<file path="config.mk">
export PLATFORM = sky130hd
export DESIGN_NAME = ex_muldiv_ctrl
export DESIGN_NICKNAME = d
export VERILOG_FILES = /design/src/rtl/ex_muldiv_ctrl.sv
export SDC_FILE = /design/constraint.sdc
export NUM_CORES = 2
export LEC_CHECK = 0
export CORE_MARGIN = 10
export CORE_UTILIZATION = 60
export CTS_CLUSTER_SIZE = 24
export DETAILED_ROUTE_END_ITERATION = 8
export DONT_BUFFER_PORTS = 1
export PLACE_DENSITY = 0.85
export SYNTH_ARGS = -nofsm -noshare
export SYNTH_HDL_FRONTEND = slang
export SYNTH_SLANG_ARGS = --single-unit
</file>
<file path="constraint.sdc">
create_clock -name clk -period 24 [get_ports clk]
set_input_delay 4.8 -clock clk [delete_from_list [all_inputs] [get_ports clk]]
set_output_delay 4.8 -clock clk [all_outputs]
set_load 0.01 [all_outputs]
</file>
<file path="src/rtl/ex_muldiv_ctrl.sv">
// ---------------------------------------------------------------------------
// ex_muldiv_ctrl
//   Multi-cycle RV32M sequencer sitting beside the execute-stage ALU. It takes
//   the same forwarded id_ex operands as the ALU, owns a retimed multiplier and
//   an iterative restoring divider, freezes the front of the pipeline while it
//   works, and presents its result for one cycle alongside ALU results into
//   ex_mem.
//
// Optional feature macro: MULDIV_EARLY_OUT_EN
//   defined   : divides with |a| < |b| finish in cycle 1, and the DIV state
//               stops as soon as the partial remainder and all remaining
//               dividend bits are zero.
//   undefined : every non-fast-path divide takes exactly XLEN+1 cycles.
//
// Handshake: req_valid is held by id_ex (frozen through stall_out) until the
//   op completes; there is no ready signal. An op is accepted in IDLE when
//   req_valid & !flush, and is consumed at the clock edge that ends the single
//   DONE cycle (resp_valid=1), where id_ex advances past it. flush kills any op
//   in flight, including one whose DONE cycle coincides with the flush.
//
// Ports
//   clk, rst     : clock (rising edge), asynchronous active-high reset
//   req_valid    : id_ex holds a valid M-extension op
//   req_funct3   : 0 MUL,1 MULH,2 MULHSU,3 MULHU,4 DIV,5 DIVU,6 REM,7 REMU
//   req_a/req_b  : forwarded rs1/rs2 values, captured once at accept
//   req_tag      : destination physical tag carried with the request
//   flush        : pipeline redirect, abandons any op in flight
//   stall_out    : freeze IF/ID/EX this cycle
//   resp_valid   : resp_data/resp_tag valid this cycle
//   resp_data    : result (holds last delivered value otherwise)
//   resp_tag     : tag latched at accept (holds last delivered value otherwise)
//   busy         : sequencer not idle
//   state_dbg    : current FSM state (0 IDLE, 1 MUL, 2 DIV, 3 DONE)
// ---------------------------------------------------------------------------
module ex_muldiv_ctrl #(
  parameter int XLEN       = 32,
  parameter int MUL_CYCLES = 2,
  parameter int TAG_W      = 6
) (
  input  logic             clk,
  input  logic             rst,
  input  logic             req_valid,
  input  logic [2:0]       req_funct3,
  input  logic [XLEN-1:0]  req_a,
  input  logic [XLEN-1:0]  req_b,
  input  logic [TAG_W-1:0] req_tag,
  input  logic             flush,
  output logic             stall_out,
  output logic             resp_valid,
  output logic [XLEN-1:0]  resp_data,
  output logic [TAG_W-1:0] resp_tag,
  output logic             busy,
  output logic [1:0]       state_dbg
);

  localparam int CNT_MAX = (XLEN > MUL_CYCLES) ? XLEN : MUL_CYCLES;
  localparam int CNT_W   = $clog2(CNT_MAX + 1);
  localparam logic [CNT_W-1:0] MUL_LAST = CNT_W'(MUL_CYCLES - 1);
  localparam logic [CNT_W-1:0] DIV_LAST = CNT_W'(XLEN - 1);

  typedef enum logic [1:0] {
    S_IDLE = 2'd0,
    S_MUL  = 2'd1,
    S_DIV  = 2'd2,
    S_DONE = 2'd3
  } state_t;

  state_t state_q, state_d;

  // Captured request
  logic [2:0]       funct3_q;
  logic [XLEN-1:0]  a_q;
  logic [XLEN-1:0]  b_q;
  logic [TAG_W-1:0] tag_q;
  logic [CNT_W-1:0] cnt_q;

  // Multiplier / divider state
  logic [2*XLEN-1:0] prod_q;
  logic [XLEN-1:0]   quo_q;     // remaining dividend bits (top) + quotient bits (bottom)
  logic [XLEN:0]     rem_q;     // partial remainder
  logic [XLEN-1:0]   dvs_q;     // divisor magnitude
  logic              q_neg_q;
  logic              r_neg_q;
  logic [XLEN-1:0]   div_res_q;

  // Last delivered response, held while resp_valid is low
  logic [XLEN-1:0]   last_data_q;
  logic [TAG_W-1:0]  last_tag_q;

  // ---------------------------------------------------------------------
  // Request decode (accept-cycle combinational)
  // ---------------------------------------------------------------------
  logic             accept;
  logic             req_is_div, req_is_rem, req_sdiv;
  logic             a_neg, b_neg;
  logic [XLEN-1:0]  a_mag, b_mag;
  logic             div_zero, div_ovf, div_fast;
  logic [XLEN-1:0]  fast_res;

  // ---------------------------------------------------------------------
  // Datapath combinational
  // ---------------------------------------------------------------------
  logic              mul_a_sgn, mul_b_sgn;
  logic [2*XLEN-1:0] mul_pa, mul_pb, prod_full;
  logic [XLEN+1:0]   div_shift, div_trial;
  logic [XLEN-1:0]   q_step;
  logic [XLEN:0]     r_step;
  logic              early_term;
  logic              div_last;
  logic [XLEN-1:0]   q_sel, r_sel, div_fixed;
  logic [XLEN-1:0]   done_res;

  always_comb begin
    accept     = (state_q == S_IDLE) && req_valid && !flush;
    req_is_div = req_funct3[2];
    req_is_rem = req_funct3[1];
    req_sdiv   = !req_funct3[0];
    a_neg      = req_sdiv && req_a[XLEN-1];
    b_neg      = req_sdiv && req_b[XLEN-1];
    a_mag      = a_neg ? -req_a : req_a;
    b_mag      = b_neg ? -req_b : req_b;
    div_zero   = (req_b == '0);
    div_ovf    = req_sdiv && (req_a == {1'b1, {(XLEN-1){1'b0}}}) && (req_b == '1);
    div_fast   = div_zero || div_ovf;
    if (div_zero)     fast_res = req_is_rem ? req_a : '1;
    else if (div_ovf) fast_res = req_is_rem ? '0 : req_a;
    else              fast_res = req_is_rem ? req_a : '0;
`ifdef MULDIV_EARLY_OUT_EN
    // Dividend smaller than divisor: quotient 0, remainder is the dividend.
    if (!div_zero && (a_mag < b_mag)) div_fast = 1'b1;
`endif
  end

  always_comb begin
    // Signed operands are sign-extended to 2*XLEN; the low 2*XLEN bits of the
    // plain product are then the correct signed/unsigned product.
    mul_a_sgn = (funct3_q == 3'd1) || (funct3_q == 3'd2);
    mul_b_sgn = (funct3_q == 3'd1);
    mul_pa    = {{XLEN{mul_a_sgn && a_q[XLEN-1]}}, a_q};
    mul_pb    = {{XLEN{mul_b_sgn && b_q[XLEN-1]}}, b_q};
    prod_full = mul_pa * mul_pb;

    // One restoring step: shift in the next dividend bit, try subtracting.
    div_shift = {rem_q, quo_q[XLEN-1]};
    div_trial = div_shift - {2'b00, dvs_q};
    if (div_trial[XLEN+1]) begin
      r_step = div_shift[XLEN:0];
      q_step = {quo_q[XLEN-2:0], 1'b0};
    end else begin
      r_step = div_trial[XLEN:0];
      q_step = {quo_q[XLEN-2:0], 1'b1};
    end

    early_term = 1'b0;
    q_sel      = q_step;
    r_sel      = r_step[XLEN-1:0];
`ifdef MULDIV_EARLY_OUT_EN
    // Nothing left to divide: the remaining quotient bits are all zero, so
    // the quotient collected so far only needs shifting into place.
    if ((rem_q == '0) && ((quo_q >> cnt_q) == '0)) begin
      early_term = 1'b1;
      q_sel      = quo_q << (CNT_W'(XLEN) - cnt_q);
      r_sel      = '0;
    end
`endif
    div_last = early_term || (cnt_q == DIV_LAST);

    // Quotient negative iff operand signs differ; remainder follows dividend.
    if (funct3_q[1]) div_fixed = r_neg_q ? -r_sel : r_sel;
    else             div_fixed = q_neg_q ? -q_sel : q_sel;

    if (funct3_q[2])          done_res = div_res_q;
    else if (funct3_q == '0)  done_res = prod_q[XLEN-1:0];
    else                      done_res = prod_q[2*XLEN-1:XLEN];
  end

  // ---------------------------------------------------------------------
  // FSM: state register
  // ---------------------------------------------------------------------
  always_ff @(posedge clk or posedge rst) begin
    if (rst) state_q <= S_IDLE;
    else     state_q <= state_d;
  end

  // ---------------------------------------------------------------------
  // FSM: next state
  // ---------------------------------------------------------------------
  always_comb begin
    state_d = state_q;
    if (flush) begin
      state_d = S_IDLE;
    end else begin
      case (state_q)
        S_IDLE: if (req_valid) begin
          if (!req_is_div)   state_d = S_MUL;
          else if (div_fast) state_d = S_DONE;
          else               state_d = S_DIV;
        end
        S_MUL:  if (cnt_q == MUL_LAST) state_d = S_DONE;
        S_DIV:  if (div_last) state_d = S_DONE;
        S_DONE: state_d = S_IDLE;
        default: state_d = S_IDLE;
      endcase
    end
  end

  // ---------------------------------------------------------------------
  // FSM: outputs
  // ---------------------------------------------------------------------
  always_comb begin
    resp_valid = (state_q == S_DONE) && !flush;
    resp_data  = resp_valid ? done_res : last_data_q;
    resp_tag   = resp_valid ? tag_q : last_tag_q;
    // Reset forces the freeze off even if id_ex still presents a request.
    stall_out  = req_valid && !flush && (state_q != S_DONE) && !rst;
    busy       = (state_q != S_IDLE);
    state_dbg  = state_q;
  end

  // ---------------------------------------------------------------------
  // Datapath registers
  // ---------------------------------------------------------------------
  always_ff @(posedge clk or posedge rst) begin
    if (rst) begin
      funct3_q    <= '0;
      a_q         <= '0;
      b_q         <= '0;
      tag_q       <= '0;
      cnt_q       <= '0;
      prod_q      <= '0;
      quo_q       <= '0;
      rem_q       <= '0;
      dvs_q       <= '0;
      q_neg_q     <= 1'b0;
      r_neg_q     <= 1'b0;
      div_res_q   <= '0;
      last_data_q <= '0;
      last_tag_q  <= '0;
    end else begin
      case (state_q)
        S_IDLE: if (accept) begin
          funct3_q <= req_funct3;
          a_q      <= req_a;
          b_q      <= req_b;
          tag_q    <= req_tag;
          cnt_q    <= '0;
          quo_q    <= a_mag;
          rem_q    <= '0;
          dvs_q    <= b_mag;
          q_neg_q  <= a_neg ^ b_neg;
          r_neg_q  <= a_neg;
          if (div_fast) div_res_q <= fast_res;
        end
        S_MUL: begin
          prod_q <= prod_full;
          cnt_q  <= cnt_q + 1'b1;
        end
        S_DIV: begin
          quo_q <= q_step;
          rem_q <= r_step;
          cnt_q <= cnt_q + 1'b1;
          if (div_last) div_res_q <= div_fixed;
        end
        default: ;
      endcase
      if (resp_valid) begin
        last_data_q <= done_res;
        last_tag_q  <= tag_q;
      end
    end
  end

endmodule

</file>
==> impl_metrics.yaml <==
status:
  run_status: "completed"
die:
  die_area_sq_mm: 0.106
  die_height_um: 326
  design.core.area_sq_mm: 0.0930
  placementRows: 112
  io_pins: 120
  die_w_um: 326
  floorplan.initialDensity_pct: 60.3
place:
  dpl_cell_area_sq_mm: 0.0570
  place_congestion: 1.00
  dp_worst_setup_slack_ns: 13.15
  dp_cells: 7340
  half_perimeter_wire_length_of_the_detailed_placement_result_mm: 126
  numPortBuffers: 0
yosys:
  netlist_top_cells_area: "sky130_fd_sc_hd__fa_1 (40%), sky130_fd_sc_hd__dfrtp_1 (14%), sky130_fd_sc_hd__nand2_1 (8.3%)"
  yosysSeqAreaShare_pct: 14.0
  cell_with_the_most_instances_after_synthesis: "sky130_fd_sc_hd__nand2_1"
  gate_count_of_the_mapped_netlist: 6351
  synth_top_area_share_pct: 40.2
  ys_dominant_reg_cell: "sky130_fd_sc_hd__dfrtp_1"
  avgSynthCellArea_sq_um: 8.83
  ys_async_sr_fraction_pct: 100
  top_cells_by_count_synth: "sky130_fd_sc_hd__nand2_1 (1237), sky130_fd_sc_hd__inv_1 (1233), sky130_fd_sc_hd__fa_1 (1126)"
  number_of_warning_messages_in_the_yosys_log: 0
  netlist.top_cell.by_area: "sky130_fd_sc_hd__fa_1"
  synth-edff-count: 0
  syn-cell-area_sq_mm: 0.0561
  synthDistinctLibCells: 87
  yosys_register_bits: 313
  mappedNetlistNets: 7809
cells_and_area:
  finish.instance_area_sq_mm: 0.0582
  nNetsFinal: 7582
  area_growth_syn_to_layout_pct: 3.85
  layout-drive-gt1-share_pct: 4.02
  fin_cells: 7407
clocking:
  cts.clk_slew.worst_paths_ns: 0.06
  clkLatencyLatePin_ns: 0.55
  cts_tree: "built"
  cts_sinks: 313
  clk_path_buf_depth: 3
  ctsHoldBuffers: 0
  htree_levels: 2
  total_clock_buffers_created_by_cts: 36
  postCtsSetupBuffers: 0
  root_buffer: "sky130_fd_sc_hd__clkbuf_16"
  cts_resized: 0
worst_setup_path:
  worst_path_most_repeated_cell: "sky130_fd_sc_hd__nand2_1"
  critical_path_required_time_ns: 19.20
  setup.worst_path.start_class: "input pin"
  worstSetupEndpointType: "output pin"
  timing.critical_path.slowest_cell_delay_ns: 0.50
  critical_path.max_fanout: 71
  crit_type: "in -> out"
  crit_chain: "nand2b_2 -> buf_4 -> inv_1 -> nand2_1 -> nand2_1"
  worstPathArrival_ns: 6.10
  critical-path-slowest-cell: "sky130_fd_sc_hd__buf_4"
sta:
  fin_skew_ns: 0.0297
  setup_violations: 0
  post-route-period-util_pct: 45.4
  setup_total_negative_slack_ns: 0
  achievable-frequency_mhz: 91.7
  hold_viol_final: 0
  finalCriticalPeriod_ns: 10.90
  worstMarginPinSlew_ns: 1.33
  report.final.slew_viol_count: 0
  max_slew_margin_pct: 11.0
  grt_setup_unrepaired: "no"
  layout_setup_ws_ns: 13.10
routing:
  post-route-drc-count: 0
  drt_first_iter_violations: 3865
  detailed_route_wire_length_mm: 161
  avgRoutedWirePerCell_um: 21.8
  detail-route-antenna-nets: 0
  drt_pass1_iterations: 5
  routed_via_count: 44500
  vias_per_cell: 6.01
global_routing:
  grt_first_pass_wirelength_mm: 259
  first_global_vias: 48400
  gr-usage-all-layers_pct: 30.8
  grt-ovfl-total: 0
  grt_antenna_before_repair: 7
  grt_max_degree: 117
flow_run:
  maxCapViolCount: 0
worst_hold_path:
  holdCritPathClass: "reg -> reg"
## layer usage
layer  share of wire (%)  wire (um)  vias to the layer above  track usage [%]
li1                    -          -                    18800                -
met1                  35      56300                    22400             36.9
met2                  46      74900                     2600             49.5
met3                  12      19100                      730             8.74
met4                 6.9      11100                       12             17.9
met5               0.050         80                        -                0
## cell type report
cell class / count / area [sq um]
Antenna cell: 2 / 5.00
Sequential cell: 313 / 7840
Multi-Input combinational cell: 4452 / 42300
Tap cell: 1254 / 1570
Timing Repair Buffer: 84 / 631
Fill cell: 7391 / 34800
Inverter: 1237 / 4650
Clock buffer: 53 / 1070
Clock inverter: 12 / 148
## worst paths after layout
| kind | start | endpoint | slack [ns] | depth (start not counted) |
|---|---|---|---|---|
| worst min register to register | b_q[30]$_DFFE_PP0P_ | b_q[30]$_DFFE_PP0P_ | 0.48 | 2 |
| worst min-delay path | b_q[30]$_DFFE_PP0P_ | b_q[30]$_DFFE_PP0P_ | 0.48 | 2 |
| min in group asynchronous | rst | last_data_q[4]$_DFF_PP0_ | 4.17 | 1 |
| worst max register to register | a_q[15]$_DFFE_PP0P_ | prod_q[58]$_DFFE_PP0N_ | 14.24 | 26 |
| worst max-delay path | flush | resp_tag[4] | 13.10 | 5 |
| max in group asynchronous | rst | last_data_q[21]$_DFF_PP0_ | 17.50 | 3 |
## metrics by stage
stage          hold slack, ns  utilization, %
5_1_grt                 0.501            62.6
4_1_cts                 0.481            62.6
3_5_place_dp            0.467            61.3
6_report                0.481            62.6
2_1_floorplan           0.444               -
3_3_place_gp            0.459            61.3
## critical path: cells and delay by family
kind,cells,cell delay (ns)
buffers and inverters,2,0.84
and+or+nand+nor,3,0.40
## cells in the final DEF, fill, tap and decap left out, types with 84 or more instances in the layout
cell | netlist | final
sky130_fd_sc_hd__ha_1 | 255 | 253
sky130_fd_sc_hd__and2_1 | 295 | 295
sky130_fd_sc_hd__fa_1 | 1126 | 1126
sky130_fd_sc_hd__a21oi_1 | 245 | 244
sky130_fd_sc_hd__buf_4 | 0 | 84
sky130_fd_sc_hd__o21ai_0 | 219 | 219
sky130_fd_sc_hd__nor2_1 | 220 | 219
sky130_fd_sc_hd__dfrtp_1 | 313 | 311
sky130_fd_sc_hd__xor2_1 | 98 | 98
sky130_fd_sc_hd__xnor2_1 | 119 | 119
sky130_fd_sc_hd__inv_1 | 1233 | 1232
sky130_fd_sc_hd__nand2_1 | 1237 | 1236
## cell families (layout without fill, tap and decap cells)
group                    count (synthesis)  after routing  share of synthesized area [%]
AO/OA/AOI/OAI                          750            750                           8.29
XOR/XNOR                               218            218                           3.44
adder cells (fa/ha/maj)               1381           1381                           45.9
buffers and inverters                 1586           1386                           10.6
flip-flops                             313            313                           14.0
multiplexers                           111            111                           2.10
other                                    0              2                              0
AND/OR/NAND/NOR                       1992           1992                           15.7
## sequential cells by signal, indices dropped and copies added (netlist names), 31 cells and up
register	flops
a_q	32
b_q	32
div_res_q	32
dvs_q	31
last_data_q	32
prod_q	64
quo_q	32
rem_q	33
Power is not shown: default switching activity piles up to over one toggle a cycle in this logic, so the estimate is an artifact.
